## src/rtl/data_mem_responder.sv

```systemverilog
// Data-memory responder: single-word loads/stores with programmable wait states.
// DataDone drops while an access is outstanding so the Memory1 stage stalls.
module data_mem_responder #(
    parameter int WORD_SIZE   = 16,
    parameter int DEPTH       = 256,
    parameter int WAIT_CYCLES = 2
) (
    input  logic                 Clock,
    input  logic                 Reset,
    input  logic [WORD_SIZE-1:0] DataAddr,
    input  logic [WORD_SIZE-1:0] DataOut,
    input  logic                 ReadData,
    input  logic                 WriteData,
    output logic [WORD_SIZE-1:0] DataIn,
    output logic                 DataDone,
    output logic                 Busy,
    output logic                 AddrErr
);

    localparam int AW = (DEPTH > 1) ? $clog2(DEPTH) : 1;
    localparam bit NO_WAIT = (WAIT_CYCLES == 0);
    localparam logic [3:0] CNT_INIT =
        (WAIT_CYCLES > 0) ? 4'(WAIT_CYCLES - 1) : 4'd0;
    localparam logic [WORD_SIZE:0] DEPTH_LIM = (WORD_SIZE + 1)'(DEPTH);

    typedef enum logic [1:0] {
        IDLE = 2'd0,
        WAIT = 2'd1,
        DONE = 2'd2
    } state_t;

    state_t state_q, state_d;
    logic [3:0] cnt_q, cnt_d;
    logic [WORD_SIZE-1:0] addr_q, addr_d;
    logic [WORD_SIZE-1:0] wdata_q, wdata_d;
    logic wr_q, wr_d;

    logic req;
    logic acc_go;
    logic acc_wr;
    logic [WORD_SIZE-1:0] acc_addr;
    logic [WORD_SIZE-1:0] acc_wdata;
    logic acc_ok;
    logic [AW-1:0] acc_idx;
    logic [WORD_SIZE-1:0] rdata;
    logic mem_we;

    logic [WORD_SIZE-1:0] data_in_d;
    logic done_d;
    logic busy_d;
    logic err_d;

    // Contents survive Reset and start undefined.
    logic [WORD_SIZE-1:0] mem [DEPTH];

    assign req = ReadData | WriteData;

    // Next-state: accept in IDLE/DONE, count down in WAIT, access at the last edge.
    always_comb begin
        state_d   = state_q;
        cnt_d     = cnt_q;
        addr_d    = addr_q;
        wdata_d   = wdata_q;
        wr_d      = wr_q;
        acc_go    = 1'b0;
        acc_wr    = wr_q;
        acc_addr  = addr_q;
        acc_wdata = wdata_q;
        unique case (state_q)
            IDLE, DONE: begin
                state_d = IDLE;
                if (req) begin
                    addr_d  = DataAddr;
                    wdata_d = DataOut;
                    wr_d    = WriteData;
                    if (NO_WAIT) begin
                        acc_go    = 1'b1;
                        acc_wr    = WriteData;
                        acc_addr  = DataAddr;
                        acc_wdata = DataOut;
                        state_d   = DONE;
                    end else begin
                        cnt_d   = CNT_INIT;
                        state_d = WAIT;
                    end
                end
            end
            WAIT: begin
                if (cnt_q == 4'd0) begin
                    acc_go  = 1'b1;
                    state_d = DONE;
                end else begin
                    cnt_d = cnt_q - 4'd1;
                end
            end
            default: begin
                state_d = IDLE;
            end
        endcase
    end

    // Range check on the full address; only the low bits index the array.
    always_comb begin
        acc_ok  = {1'b0, acc_addr} < DEPTH_LIM;
        acc_idx = acc_addr[AW-1:0];
        rdata   = '0;
        if (acc_ok) begin
            rdata = mem[acc_idx];
        end
        mem_we = acc_go & acc_wr & acc_ok & ~Reset;
    end

    // Registered output values for the cycle after this edge.
    always_comb begin
        done_d    = (state_d != WAIT);
        busy_d    = (state_d == WAIT);
        data_in_d = '0;
        if (acc_go && !acc_wr) begin
            data_in_d = rdata;
        end
        err_d = AddrErr | (acc_go & ~acc_ok);
    end

    // State, latched request and output registers.
    always_ff @(posedge Clock) begin
        if (Reset) begin
            state_q  <= IDLE;
            cnt_q    <= 4'd0;
            addr_q   <= '0;
            wdata_q  <= '0;
            wr_q     <= 1'b0;
            DataIn   <= '0;
            DataDone <= 1'b1;
            Busy     <= 1'b0;
            AddrErr  <= 1'b0;
        end else begin
            state_q  <= state_d;
            cnt_q    <= cnt_d;
            addr_q   <= addr_d;
            wdata_q  <= wdata_d;
            wr_q     <= wr_d;
            DataIn   <= data_in_d;
            DataDone <= done_d;
            Busy     <= busy_d;
            AddrErr  <= err_d;
        end
    end

    // Array write; an access abandoned by Reset never lands.
    always_ff @(posedge Clock) begin
        if (mem_we) begin
            mem[acc_idx] <= acc_wdata;
        end
    end

endmodule

```

## config.mk

```make
export PLATFORM = sky130hd
export DESIGN_NAME = data_mem_responder
export DESIGN_NICKNAME = d
export VERILOG_FILES = /design/src/rtl/data_mem_responder.sv
export SDC_FILE = /design/constraint.sdc
export NUM_CORES = 2
export LEC_CHECK = 0
export BUFFER_PORTS_ARGS = -buffer_cell sky130_fd_sc_hd__buf_2
export CORE_ASPECT_RATIO = 2
export CORE_MARGIN = 5
export CORE_UTILIZATION = 46
export DETAILED_ROUTE_END_ITERATION = 10
export GPL_TIMING_DRIVEN = 0
export PLACE_DENSITY = 0.57
export REMOVE_ABC_BUFFERS = 1
export SYNTH_ARGS = -nofsm -noshare
export SYNTH_HDL_FRONTEND = slang
export SYNTH_SLANG_ARGS = --single-unit
```

## constraint.sdc

```tcl
create_clock -name Clock -period 7.31 [get_ports Clock]
set_clock_uncertainty 0.1 [all_clocks]
set_input_delay 0.3655 -clock Clock [delete_from_list [all_inputs] [get_ports Clock]]
set_output_delay 0.3655 -clock Clock [all_outputs]
set_load 0.01 [all_outputs]
```

# Yosys cells after proc, flatten, opt, wreduce, memory -nomap -nowiden
# Memory sizes are Yosys's and may differ from the RTL's. A register that Yosys moved wholly into a read port is not among the register bits.
# Cells that the tools add are included.
# totals
ramBits	4096
mem_count	1
reg_bits	42
elab_cells	45
out_inout_bits	19
inputBits	36
# mem_list
name	depth	width	read_ports	rd_ports_with_merged_regs	wr	line	rtl
mem	256	16	1	1	1	54	logic [WORD_SIZE-1:0] mem [DEPTH];
# op_classes
order_cmp	1
n_reduce_logical	9
n_eq_ne	6
muxes	10
n_bitwise	9
n_addsub	1
# op_table
op	count
16-bit by 9-bit < comparator with 1-bit output, second input constant	1
4-bit 2-to-1 mux	2
4-bit one-hot mux with 2 select lines	1
1-bit 2-to-1 mux	5
1-bit AND	4
2-bit by 1-bit equality test with 1-bit output, second input constant	2
4-bit logical NOT	1
2-bit inequality test, second input constant	2
2-bit one-hot mux with 2 select lines	1
4-bit by 1-bit subtractor with 4-bit output, second input constant	1
1-bit NOT	3
3-bit AND reduction	1
3-bit OR reduction	1
2-bit equality test, second input constant	1
2-bit logical NOT	1
2-bit 2-to-1 mux	1
2-bit by 1-bit inequality test with 1-bit output, second input constant	1
1-bit OR	2
2-bit AND reduction	1
2-bit nonzero test	1
2-bit OR reduction	1
1-bit logical AND	1
1-bit logical NOT	1

# Logic depth before layout (Yosys ltp)
# logic_depth
word_depth	8
depth_mapped	11
depth_no_buf	9

# Least setup slack after synthesis
# Ideal clock, no wire load.
# synth_timing
path_type	register to register
from	reg wdata_q[0] (netlist: acc_wdata[0])
to	mem mem[0][0] (data pin)
path_buffers	0
synth_period_minus_slack_ns	4.353
required_time_ns	6.354
stages_incl_launch_ff	1
setup_time_ns	0.856
arrival_time_ns	3.397
setup_slack_ns	2.957
path_cell_list	dfxtp_1
# synth_rtl
element	line	rtl
start, declared	35	logic [WORD_SIZE-1:0] wdata_q, wdata_d;
start signal, assigned	140	wdata_q <= wdata_d;
end, declared	54	
# No word-level cell before the write port.

# Worst setup path after layout
# layout_timing
from	reg addr_q[1] (netlist: acc_addr[1])
to	reg DataIn[14], read port of mem
# layout_via
elab_chain_cells	3
# layout_lines
element	line	rtl
start, declared	34	logic [WORD_SIZE-1:0] addr_q, addr_d;
start signal, assigned	139	addr_q <= addr_d;
16-bit by 9-bit < comparator with 1-bit output	104	acc_ok = {1'b0, acc_addr} < DEPTH_LIM;
1-bit NOT (no line)	-	
3-bit OR reduction (no line)	-	
end, declared	14	output logic [WORD_SIZE-1:0] DataIn,
# Parallel ways exist; a longest one is shown, timed or not.
# A chain may end at the register's enable or synchronous reset.

==> qor.csv <==
stage,metric,value,unit
run_status,outcome,"complete, no violations",
hold_path,hold_path_class,in -> reg,
routing,vias,78000,
final_layout,num-fill-cells,26400,
routing,drt_wl_total,420000,µm
sta,max_slew.worst_pin.slew,1.40,ns
critical_path,critPathMostFrequentCell,buf_16,
synth,synth_xor_area_share,0.0110,%
global_routing,use_met1,26.4,%
critical_path,reg2reg_from,acc_addr[1]$_SDFFE_PP0P_,
critical_path,crit_slowest_cell,dfxtp_4,
routing,drtAntennaViolNets,0,
sta,finalSetupViolations,0,
clocking,clock_latency,0.91,ns
die,die_y,842,µm
global_routing,grt_pass1_vias,81000,
synth,synthArstFlopShare,0,%
critical_path,r2r-end,DataIn[14]$_SDFF_PP0_,
hold_path,min_to,acc_addr[11]$_SDFFE_PP0P_,
critical_path,critPathRequiredTime,7.84,ns
routing,initialDrtViolationCount,7222,
synth,syn_inst,8026,
global_routing,gr-total-overflow,0,
final_layout,final_util,53.1,%
synth,synthDistinctLibCells,52,
critical_path,arrival,7.66,ns
critical_path,path_buf_inv,10,
sta,slew_viol_final,0,
global_routing,grt_util_met2,42.6,%
final_layout,drive_gt1_share,20.2,%
die,start_util,46.2,%
clocking,clk_pin_slew,0.07,ns
critical_path,setup.worst_path.start_class,flop,
power_and_ir_drop,total_power,48000,µW
hold_path,hp-start,Reset,
routing,vias_per_cell,5.88,
global_routing,antenna_found_initial,7,
critical_path,reg2reg_depth,16,
final_layout,multi_input_area,0.0336,mm²
clocking,clock-sinks,4154,
global_routing,grt-busiest-layer,met2,
final_layout,synthToLayoutAreaGrowth,14.9,%
synth,synth_top_family_by_area,multiplexers,
synth,synth_compound_area_share,4.20,%
clocking,max-clock-path-buffers,4,
power_and_ir_drop,power_density,262,mW/mm²
critical_path,end_kind,flop,
sta,final_hold_viol_count,0,
clocking,root_buffer,clkbuf_16,
sta,fin_crit_sh,97.6,%
global_routing,grt_pass1_wl,597000,µm
routing,wl_per_cell,31.7,µm
placed_design,globalplace.congestion,0.816,
die,die-area,0.359,mm²
synth,synth_edf_count,4096,
synth,syn_area_per_cell,19.8,µm²
sta,rsz0062_at_grt,no,
clocking,cts_tree,yes,
synth,ys_warn_count,0,
global_routing,grt_usage,23.1,%
final_layout,layout.nets,8412,
critical_path,r2r_slack,0.18,ns
placed_design,io_buffers,54,
global_routing,use_met3,2.60,%
clocking,htreeDepth,5,
die,core-area,0.345,mm²
synth,synth_ff_type,edfxtp_1,
synth,synth_fa_ha_area_share,0.0157,%
placed_design,placed_cell_area,0.171,mm²
sta,relSlewSlack,6.35,%
sta,fin_tns_setup,0,ns
critical_path,cp_slowest_stage_delay,0.60,ns
die,chipWidth,426,µm
synth,ys_ff_latch,4154,
synth,syn_area,0.159,mm²
global_routing,grt_max_degree,93,
critical_path,path_delay_family,buffers and inverters,
critical_path,crit_chain,buf_16 -> buf_16 -> buf_12 -> buf_16 -> buf_16 -> buf_16 -> buf_16 -> buf_16 -> buf_16 -> buf_16 -> mux2i_1 -> o22ai_1 -> nor4_1 -> nand3_1 -> a22oi_2 -> nand4_1,
critical_path,critPathKind,reg -> reg,
sta,finalCriticalPeriod,7.13,ns
placed_design,hpwlAfterDp,275000,µm
hold_path,hold_depth,2,
critical_path,crit_fanout,53,
sta,fmax,0.140,GHz
power_and_ir_drop,irDropWorstVdd,202,µV
synth,synthMuxAreaShare,13.6,%
job,drv_cap,0,
die,ios,55,
die,rows,305,
final_layout,fin_area,0.183,mm²
synth,yosys.area_share.simple,2.64,%
clocking,numCtsBuffers,356,
routing,first_pass_iters,6,
routing,remaining_drc_errors,0,
power_and_ir_drop,leakage,0.0572,µW
final_layout,regArea,0.124,mm²
synth,yosysSeqAreaShare,78.0,%
area by class of cell:
| cell class | instances | area share (%) |
|---|---|---|
| Timing Repair Buffer | 474 | 4.43 |
| Sequential cell | 4154 | 67.9 |
| Antenna cell | 5 | 0.00684 |
| Tap cell | 4605 | 3.15 |
| Clock buffer | 462 | 5.29 |
| Clock inverter | 166 | 0.788 |
| Inverter | 24 | 0.0506 |
| Multi-Input combinational cell | 3364 | 18.3 |
layer usage:
metal | wire length, µm | share of wire [%]
met1 | 149000 | 35
met2 | 228000 | 54
met3 | 17900 | 4.3
met4 | 25900 | 6.2
met5 | 27 | 0.0064
cell usage in the layout (no fill, tap or decap), types with 54 or more instances in the layout:
master,synthesis,layout
clkbuf_1,192,84
clkinv_2,0,60
nor4_1,63,62
buf_8,0,210
nand4_1,64,64
mux2i_1,1092,1092
nand3_1,120,117
nand2_1,173,157
o22ai_1,257,257
nand2b_1,65,64
edfxtp_1,4096,4096
a221o_1,124,124
buf_2,214,54
nor2_2,2,257
a22oi_1,333,326
mux4_2,479,479
clkinv_1,0,63
clkbuf_16,0,371
o211ai_1,61,61
a21oi_1,115,115
buf_16,0,122
sequential cells by signal, summed over array words and instances (netlist names):
signal,flops
cnt_q,4
mem,4096
DataIn,16
Busy,1
AddrErr,1
state_q,2
acc_wr,1
acc_wdata,16
acc_addr,16
DataDone,1
synth_stat cells (all sizes together) (20+ instances only):
master,instances,area (µm²)
mux4,479,10800
nand3,120,601
nand2b,65,407
nand4,64,400
a221o,124,1240
a22oi,333,2500
mux2i,1092,10900
clkbuf,194,731
o211ai,61,458
nor2,272,1030
nand2,174,656
a21oi,115,576
edfxtp,4096,123000
inv,24,90.1
o21ai,20,100
o22ai,257,1610
nor2b,55,344
buf,290,1510
nor4,63,394
dfxtp,58,1160
worst max path at each step:
stage | from | to | cells past startpoint
finish | acc_addr[1]$_SDFFE_PP0P_ | DataIn[14]$_SDFF_PP0_ | 16
global route | acc_addr[1]$_SDFFE_PP0P_ | DataIn[5]$_SDFF_PP0_ | 17
CTS | acc_addr[1]$_SDFFE_PP0P_ | DataIn[12]$_SDFF_PP0_ | 15
detailed placement | acc_addr[1]$_SDFFE_PP0P_ | DataIn[12]$_SDFF_PP0_ | 17
global placement | acc_addr[1]$_SDFFE_PP0P_ | DataIn[2]$_SDFF_PP0_ | 5
floorplan | acc_addr[1]$_SDFFE_PP0P_ | DataIn[4]$_SDFF_PP0_ | 5
kinds of logic (layout without fill, tap and decap cells):
group / Yosys count / in the layout
AO/OA/AOI/OAI: 935 / 935
flip-flops: 4154 / 4154
AND/OR/NAND/NOR: 854 / 854
multiplexers: 1571 / 1571
adder cells (fa/ha/maj): 2 / 2
XOR/XNOR: 2 / 2
buffers and inverters: 508 / 1126
other: 0 / 5
stage by stage:
step	setup WS (ns)	std cells	hold slack [ns]
2_1_floorplan	-48.27	7542	0.325
3_3_place_gp	-74.75	12200	0.346
3_5_place_dp	-0.716	12600	0.346
4_1_cts	-0.0138	13200	0.0444
5_1_grt	0.0209	13300	0.107
6_report	0.177	13300	0.102
what timing repair did:
item / CTS / global route
setup buffers: 2 / 0
hold buffers: 33 / 0
setup endpoints to repair: 14 / 11
resized for setup: 13 / 4
pin swaps: 5 / 3
gates cloned: 0 / 2
hold endpoints to repair: 33 / 0
power breakdown:
group          switching (µW)  internal (µW)
registers                 158          26300
clock network            8430          10200
logic                    1800           1080
No activity file was read; power rests on OpenSTA's default activity.
